File: config.mk
export PLATFORM = sky130hd
export DESIGN_NAME = fb_arbiter
export DESIGN_NICKNAME = d
export VERILOG_FILES = /design/src/rtl/paint_pkg.sv /design/src/rtl/paint_fifo.sv /design/src/rtl/fb_arbiter.sv
export SDC_FILE = /design/constraint.sdc
export NUM_CORES = 1
export LEC_CHECK = 0
export ABC_AREA = 1
export BUFFER_PORTS_ARGS = -buffer_cell sky130_fd_sc_hd__buf_2
export CAP_MARGIN = 5
export CORE_UTILIZATION = 55
export DETAILED_ROUTE_END_ITERATION = 10
export PLACE_DENSITY_LB_ADDON = 0.15
export SLEW_MARGIN = 20
export SYNTH_ARGS = -nofsm -noshare
export SYNTH_HDL_FRONTEND = slang
export SYNTH_SLANG_ARGS = --single-unit
File: constraint.sdc
create_clock -name clk -period 2.62 [get_ports clk]
set_input_delay 0.262 -clock clk [delete_from_list [all_inputs] [get_ports clk]]
set_output_delay 0.262 -clock clk [all_outputs]
set_load 0.05 [all_outputs]
File: src/rtl/paint_pkg.sv
// Shared constants and types for the paint framebuffer arbiter.
// Color codes, framebuffer geometry and the arbiter state type.
package paint_pkg;

  localparam int unsigned FB_DEPTH = 19200;
  localparam int unsigned ADDR_W   = 15;

  localparam logic [2:0] CODE_BLACK   = 3'd0;
  localparam logic [2:0] CODE_RED     = 3'd1;
  localparam logic [2:0] CODE_GREEN   = 3'd2;
  localparam logic [2:0] CODE_BLUE    = 3'd3;
  localparam logic [2:0] CODE_YELLOW  = 3'd4;
  localparam logic [2:0] CODE_CYAN    = 3'd5;
  localparam logic [2:0] CODE_MAGENTA = 3'd6;
  localparam logic [2:0] CODE_WHITE   = 3'd7;

  // A cleared canvas reads back as white paper.
  localparam logic [2:0] CODE_ERASE   = CODE_WHITE;

  typedef enum logic {
    IDLE,
    CLEAR
  } fb_state_t;

endpackage

File: src/rtl/paint_fifo.sv
// Synchronous FIFO for queued paint writes, with a single-cycle flush.
// Depth must be a power of two so the pointers wrap naturally.
module paint_fifo #(
  parameter int unsigned Depth = 4,
  parameter int unsigned Width = 18
) (
  input  logic             clk_i,
  input  logic             reset_i,
  input  logic             flush_i,
  input  logic             push_i,
  input  logic [Width-1:0] wdata_i,
  input  logic             pop_i,
  output logic [Width-1:0] rdata_o,
  output logic             full_o,
  output logic             empty_o
);

  localparam int unsigned PtrW = (Depth > 1) ? $clog2(Depth) : 1;
  localparam int unsigned CntW = PtrW + 1;

  logic [Width-1:0] mem_q [Depth];
  logic [PtrW-1:0]  wr_ptr_q, wr_ptr_d;
  logic [PtrW-1:0]  rd_ptr_q, rd_ptr_d;
  logic [CntW-1:0]  count_q, count_d;
  logic             do_push, do_pop;

  assign full_o  = (count_q == CntW'(Depth));
  assign empty_o = (count_q == '0);
  assign do_push = push_i && !full_o && !flush_i;
  assign do_pop  = pop_i && !empty_o && !flush_i;
  assign rdata_o = mem_q[rd_ptr_q];

  always_comb begin
    wr_ptr_d = wr_ptr_q;
    rd_ptr_d = rd_ptr_q;
    count_d  = count_q;
    if (flush_i) begin
      wr_ptr_d = '0;
      rd_ptr_d = '0;
      count_d  = '0;
    end else begin
      if (do_push) wr_ptr_d = wr_ptr_q + PtrW'(1);
      if (do_pop)  rd_ptr_d = rd_ptr_q + PtrW'(1);
      case ({do_push, do_pop})
        2'b10:   count_d = count_q + CntW'(1);
        2'b01:   count_d = count_q - CntW'(1);
        default: count_d = count_q;
      endcase
    end
  end

  always_ff @(posedge clk_i) begin
    if (reset_i) begin
      wr_ptr_q <= '0;
      rd_ptr_q <= '0;
      count_q  <= '0;
    end else begin
      wr_ptr_q <= wr_ptr_d;
      rd_ptr_q <= rd_ptr_d;
      count_q  <= count_d;
    end
  end

  // Storage needs no reset; only the pointers define which entries are live.
  always_ff @(posedge clk_i) begin
    if (do_push) mem_q[wr_ptr_q] <= wdata_i;
  end

endmodule

File: src/rtl/fb_arbiter.sv
// Single-port framebuffer arbiter: VGA scan-out read > clear write > queued paint write.
// Define FB_CLEAR_EN to build the full-screen clear sequencer; otherwise clear_start is ignored.
module fb_arbiter #(
  parameter int unsigned FB_DEPTH   = paint_pkg::FB_DEPTH,
  parameter int unsigned ADDR_W     = paint_pkg::ADDR_W,
  parameter int unsigned FIFO_DEPTH = 4
) (
  input  logic              clk,
  input  logic              reset,
  input  logic              vga_rd_req,
  input  logic [ADDR_W-1:0] vga_rd_addr,
  output logic [2:0]        vga_rd_code,
  output logic              vga_rd_valid,
  input  logic              wr_valid,
  input  logic [ADDR_W-1:0] wr_addr,
  input  logic [2:0]        wr_code,
  output logic              wr_ready,
  input  logic              clear_start,
  output logic              clear_busy,
  output logic              fb_en,
  output logic              fb_we,
  output logic [ADDR_W-1:0] fb_addr,
  output logic [2:0]        fb_wdata,
  input  logic [2:0]        fb_rdata
);

  import paint_pkg::*;

  localparam int unsigned         EntryW   = ADDR_W + 3;
  localparam logic [ADDR_W-1:0]   LastAddr = ADDR_W'(FB_DEPTH - 1);

  logic              fifo_full, fifo_empty;
  logic              fifo_push, fifo_pop;
  logic [EntryW-1:0] fifo_head;
  logic [ADDR_W-1:0] head_addr;
  logic [2:0]        head_code;
  logic              clear_go;
  logic [ADDR_W-1:0] clear_addr;
  logic              rd_valid_q;

  // ---------------------------------------------------------------------------
  // Clear sequencer
  // ---------------------------------------------------------------------------
`ifdef FB_CLEAR_EN
  fb_state_t         state_q, state_d;
  logic [ADDR_W-1:0] cnt_q, cnt_d;

  always_comb begin
    state_d = state_q;
    cnt_d   = cnt_q;
    unique case (state_q)
      IDLE: begin
        if (clear_start) begin
          state_d = CLEAR;
          cnt_d   = '0;
        end
      end
      CLEAR: begin
        // A cycle stolen by scan-out holds the counter.
        if (!vga_rd_req) begin
          if (cnt_q == LastAddr) begin
            state_d = IDLE;
            cnt_d   = '0;
          end else begin
            cnt_d = cnt_q + ADDR_W'(1);
          end
        end
      end
    endcase
  end

  always_ff @(posedge clk) begin
    if (reset) begin
      state_q <= IDLE;
      cnt_q   <= '0;
    end else begin
      state_q <= state_d;
      cnt_q   <= cnt_d;
    end
  end

  assign clear_busy = (state_q == CLEAR);
  assign clear_go   = (state_q == IDLE) && clear_start;
  assign clear_addr = cnt_q;
`else
  logic unused_clear_start;

  assign unused_clear_start = clear_start;
  assign clear_busy         = 1'b0;
  assign clear_go           = 1'b0;
  assign clear_addr         = '0;
`endif

  // ---------------------------------------------------------------------------
  // Paint write queue
  // ---------------------------------------------------------------------------
  // A write offered alongside an accepted clear_start is refused, not queued.
  assign wr_ready  = !fifo_full && !clear_busy && !clear_go;
  assign fifo_push = wr_valid && wr_ready;

  paint_fifo #(
    .Depth (FIFO_DEPTH),
    .Width (EntryW)
  ) u_paint_fifo (
    .clk_i   (clk),
    .reset_i (reset),
    .flush_i (clear_go),
    .push_i  (fifo_push),
    .wdata_i ({wr_addr, wr_code}),
    .pop_i   (fifo_pop),
    .rdata_o (fifo_head),
    .full_o  (fifo_full),
    .empty_o (fifo_empty)
  );

  assign head_addr = fifo_head[EntryW-1:3];
  assign head_code = fifo_head[2:0];

  // ---------------------------------------------------------------------------
  // RAM port arbitration
  // ---------------------------------------------------------------------------
  always_comb begin
    fb_en    = 1'b0;
    fb_we    = 1'b0;
    fb_addr  = '0;
    fb_wdata = '0;
    fifo_pop = 1'b0;
    if (!reset) begin
      if (vga_rd_req) begin
        fb_en   = 1'b1;
        fb_addr = vga_rd_addr;
      end else if (clear_busy) begin
        fb_en    = 1'b1;
        fb_we    = 1'b1;
        fb_addr  = clear_addr;
        fb_wdata = CODE_ERASE;
      end else if (!fifo_empty && !clear_go) begin
        // Out-of-range entries still consume their slot but never reach the RAM.
        fifo_pop = 1'b1;
        if (head_addr <= LastAddr) begin
          fb_en    = 1'b1;
          fb_we    = 1'b1;
          fb_addr  = head_addr;
          fb_wdata = head_code;
        end
      end
    end
  end

  always_ff @(posedge clk) begin
    if (reset) begin
      rd_valid_q <= 1'b0;
    end else begin
      rd_valid_q <= vga_rd_req;
    end
  end

  assign vga_rd_valid = rd_valid_q;
  assign vga_rd_code  = fb_rdata;

endmodule
* Word level (Yosys, flattened, before mapping)
Memories as Yosys holds them, arrays and structs flattened. A register that Yosys moved wholly into a read port is not among the register bits.
Cells that the tools add are included.
** Word-level totals
- Logic and storage cells :: 42
- Bits in read-only memories :: 0
- Flip-flop bits (word level) :: 8
- Bits in latches :: 0
- Input port bits :: 41
- Memories kept :: 1
- Output and inout bits :: 26
- Bits in writable memories :: 72
** Cells by class
- Equal/unequal tests :: 3
- Multiplexer cells :: 22
- Div/mod/pow operators :: 0
- Shift operators :: 0
- Add/sub/neg operators :: 4
- Reduce and logical (&&, ||, !) cells :: 7
- Multiply operators :: 0
- Bitwise operators :: 0
- Order comparisons :: 1
** Memory list
- u_paint_fifo.mem_q :: depth 4, bits a word 18, rd ports 1, clocked after Yosys merged registers in 1, wr ports 1, RTL line paint_fifo.sv:21 : logic [Width-1:0] mem_q [Depth];
** Operators with widths (number)
- $mux W15 :: 4
- $le A15 B15 Y1 const B :: 1
- $mux W3 :: 4
- $mux W1 :: 11
- $pmux W3 S2 :: 1
- $add A2 B1 Y2 const B :: 2
- $mux W2 :: 2
- $add A3 B1 Y3 const B :: 1
- $eq A3 B3 Y1 const B :: 1
- $logic_and A1 B1 Y1 :: 3
- $logic_not A3 Y1 :: 1
- $sub A3 B1 Y3 const B :: 1
- $eq A2 B1 Y1 const B :: 1
- $eq A2 B2 Y1 const B :: 1
- $logic_not A1 Y1 :: 2
- $reduce_bool A2 Y1 :: 1

* Longest topological paths before layout
- Depth after elaboration :: 7
- Mapped depth :: 12
- Depth with buffers taken out :: 11

* Modules after synthesis
From an unflattened synthesis, not the netlist that was laid out.
** Unflattened totals
- Cells, all modules :: 331
- Area total of the unflattened synthesis :: 3642.2 µm²
** Modules (own cells, without submodules)
- paint_fifo :: sequential area each 2342.2 µm², area each 3221.8 µm², times used 1, cells an instance 250
- fb_arbiter :: sequential area each 20.0 µm², area each 420.4 µm², times used 1, cells an instance 81

* Worst setup path before layout
Ideal clock, no wire load.
- Kind :: reg2reg
- Start :: register u_paint_fifo.count_q[0]
- End :: register u_paint_fifo.count_q[2]
- Arrival :: 2.215 ns
- Data required time :: 2.498 ns
- Period minus slack after synthesis :: 2.338 ns
- Buffers on the path :: 0
- Setup time :: 0.122 ns
- Setup slack :: 0.282 ns
- Stages on the path, launching flop included :: 11
- Cells stage by stage :: dfxtp_1 -> inv_1 -> nand3_1 -> nand2_1 -> ha_1 -> inv_1 -> fa_1 -> a21oi_1 -> o21ai_0 -> o21ai_0 -> a21oi_1
** Between the ends
- Elaborated cells on any way between the ends :: 16
- Those cells by class :: 2 x add/sub; 3 x eq/ne; 4 x mux; 7 x reduce/logical
** RTL lines
- start, declared :: RTL line paint_fifo.sv:24 : logic [CntW-1:0] count_q, count_d;
- start signal, assigned :: RTL line paint_fifo.sv:60 : count_q <= count_d;
- $eq A3 B3 Y1 * :: RTL line paint_fifo.sv:27 : assign full_o = (count_q == CntW'(Depth));
- $logic_not A1 Y1 * :: RTL line fb_arbiter.sv:98 : assign wr_ready = !fifo_full && !clear_busy && !clear_go;
- net wr_ready :: RTL line fb_arbiter.sv:17 : output logic wr_ready,
- $logic_and A1 B1 Y1 :: RTL line fb_arbiter.sv:99 : assign fifo_push = wr_valid && wr_ready;
- $logic_and A1 B1 Y1 * :: RTL line paint_fifo.sv:29 : assign do_push = push_i && !full_o && !flush_i;
- $eq A2 B1 Y1 / $eq A2 B2 Y1 (equally long branches) :: RTL line paint_fifo.sv:44 : case ({do_push, do_pop})
- $pmux W3 S2 / $reduce_bool A2 Y1 (equally long branches)
Mark *: on every way through the listed nets, which the timed path passes. The rest lies on a longest branch.
A chain may end at the register's enable or synchronous reset.

==> impl_metrics.ini <==
[yosys]
synth_common_cells = edfxtp_1, nand2_1, nor2_1
syn_area_um2 = 3620
ys_async_sr_fraction_pct = 0
ys_ff_latch = 82
synth_top_area_cell = edfxtp_1
netlist.area_leader.share_pct = 59.8
syn_avg_cell_area_um2 = 10.9
ys_types = 26
synth_warnings = 0
ys_seq_area_share_pct = 65.3
syn_nets = 378
synth_edf_count = 72
synthTopCellsByArea = edfxtp_1, nand2_1, dfxtp_1
ys.flop_type = edfxtp_1
syn_inst = 331
yosysMostFrequentCell = edfxtp_1

[global_routing]
gr-total-overflow = 0
grt_max_degree = 37
grt_antenna_before_repair = 0
grt_usage_pct = 22.4
grt_pass1_wl_um = 11800
grt_pass1_vias = 2445

[timing]
setup_viol = 0
grt_setup_unrepaired = no
post-route-min-period_ns = 2.38
worst_slew_pin_slew_ns = 0.559
post-route-period-util_pct = 90.8
clock.fmax_ghz = 0.420
skew_ns = 0.00627
relSlewSlack_pct = 62.6
setup_tns_ns = 0
hold_viol = 0
maxSlewViolCount = 0

[drt]
viasPerCell = 5.37
wl_per_cell_um = 15.1
drcViolationCount = 0
drt-total-wl_um = 7110
antenna_left = 0
drtPass1Iterations = 5
num_vias = 2530
dr.first_iter.drc_count = 212

[setup_path]
critPathCaptureType = output port
critPathMostFrequentCell = nand2_1
cp_max_fo = 36
rrSetupSlack_ns = 0.57
critPathBufInv = 3
slowest_stage = dfxtp_2
max_stage_delay_ns = 0.50
start_kind = flip-flop
cp_cell_sequence = inv_6 -> nand2_1 -> nand3_1 -> nand2_1 -> inv_2 -> nand2_4 -> nand4_1 -> nand2_1 -> buf_2
cp.required_ns = 2.36
path_class = reg -> out
path_delay_family = simple AND/OR/NAND/NOR gates
cp.arrival_ns = 2.12

[finish]
layout-drive-gt1-share_pct = 25.1
num_antenna_cells = 0
syn_to_final_growth_pct = 13.2
num-nets-final = 437
nFillCells = 513

[clocking]
cts_tree = yes
hold_buffers = 0
path_clk_slew_ns = 0.08
cts_max_level = 3
clock-sinks = 82
insertion_delay_ns = 0.34
cts_made_buffers = 9
ctsRootBufferMaster = clkbuf_8
cts_buffer_depth = 2

[power]
leakage_nw = 1.73
ir_worst_vdd_uv = 462
powerDensity_nw_per_um2 = 670
p_total_mw = 2.74

[run]
cap_viol_max_count = 0

[floorplanning]
die_h_um = 83.1
initial_core_util_pct = 57.0
dieArea_um2 = 6910
num_rows = 29
ios = 67
core-area_um2 = 6350
die_x_um = 83.1

[place]
place_congestion = 0.748
post-dp-hpwl_um = 4340
port_buffers = 58

[min_path]
holdCritPathClass = in -> reg

[outcome]
outcome = completed
## cell usage in the layout (no fill, tap or decap), types with 11 or more instances in the layout
cell type / n
nand2_1: 68
buf_2: 58
inv_1: 28
o21ai_0: 27
edfxtp_1: 72
nand4_1: 15
nand3_1: 12
nor2_1: 33
o22ai_1: 11
## through the flow
step	area, µm²	instances	hold slack (ns)	util (%)	worst slack, ns
3_5_place_dp	3940	456	0.455	62.0	0.421
4_1_cts	4090	471	0.0883	64.5	0.00355
6_report	4100	471	0.0921	64.5	0.240
5_1_grt	4100	471	0.105	64.5	0.0999
2_1_floorplan	3620	331	0.334	-	0.282
3_3_place_gp	3940	456	0.446	62.0	0.437
## registers in the layout (all words and copies together), names as in the netlist, named ones only
| signal | cells |
|---|---|
| vga_rd_valid | 1 |
| u_paint_fifo.wr_ptr_q | 2 |
| u_paint_fifo.mem_q | 72 |
| u_paint_fifo.rd_ptr_q | 2 |
| u_paint_fifo.count_q | 3 |
## where the power goes
group | switching [mW] | leakage [nW] | total [mW] | internal (mW)
clock network | 0.424 | 0.0823 | 0.756 | 0.331
registers | 0.0247 | 0.743 | 1.52 | 1.50
logic | 0.339 | 0.905 | 0.467 | 0.127
total | 0.788 | 1.73 | 2.74 | 1.95
## worst paths after layout
path / startpoint / endpoint / cells after the start
setup / recovery: flip-flop / fb_addr[12] / 9
hold / removal: reset / u_paint_fifo.count_q[1] / 2
setup reg to reg: u_paint_fifo.count_q[1] / u_paint_fifo.count_q[2] / 10
hold reg to reg: u_paint_fifo.rd_ptr_q[1] / u_paint_fifo.rd_ptr_q[1] / 2
## cell families after synthesis
group	Yosys count	share of synthesized area (%)
AOI/OAI and AO/OA	51	7.61
adders and majority gates	6	2.28
buffers and inverters	50	7.16
other	1	0.104
and+or+nand+nor	141	17.6
DFF	82	65.3
## layer usage
metal  wire, µm  part of all wire [%]  global-route usage, %
met2       3550                    50                   37.0
met3        341                   4.8                   3.88
met5          0                     0                      0
met1       3100                    44                   29.5
met4        119                   1.7                   9.09
## timing repair
| item | 4_1_cts | 5_1_grt |
|---|---|---|
| setup endpoints to repair | 0 | 20 |
| resized for setup | 0 | 1 |
| buffers inserted | 0 | 0 |
## final cells by class
type / instances / area, µm² / area share [%]
inverter: 31 / 121 / 2.96
timing repair buffer: 67 / 358 / 8.74
tap: 77 / 96.3 / 2.35
clock buffer: 9 / 124 / 3.02
multi-input combinational: 199 / 997 / 24.4
sequential: 82 / 2360 / 57.7
clock inverter: 6 / 35.0 / 0.855
No activity file was read; power rests on OpenSTA's default activity.
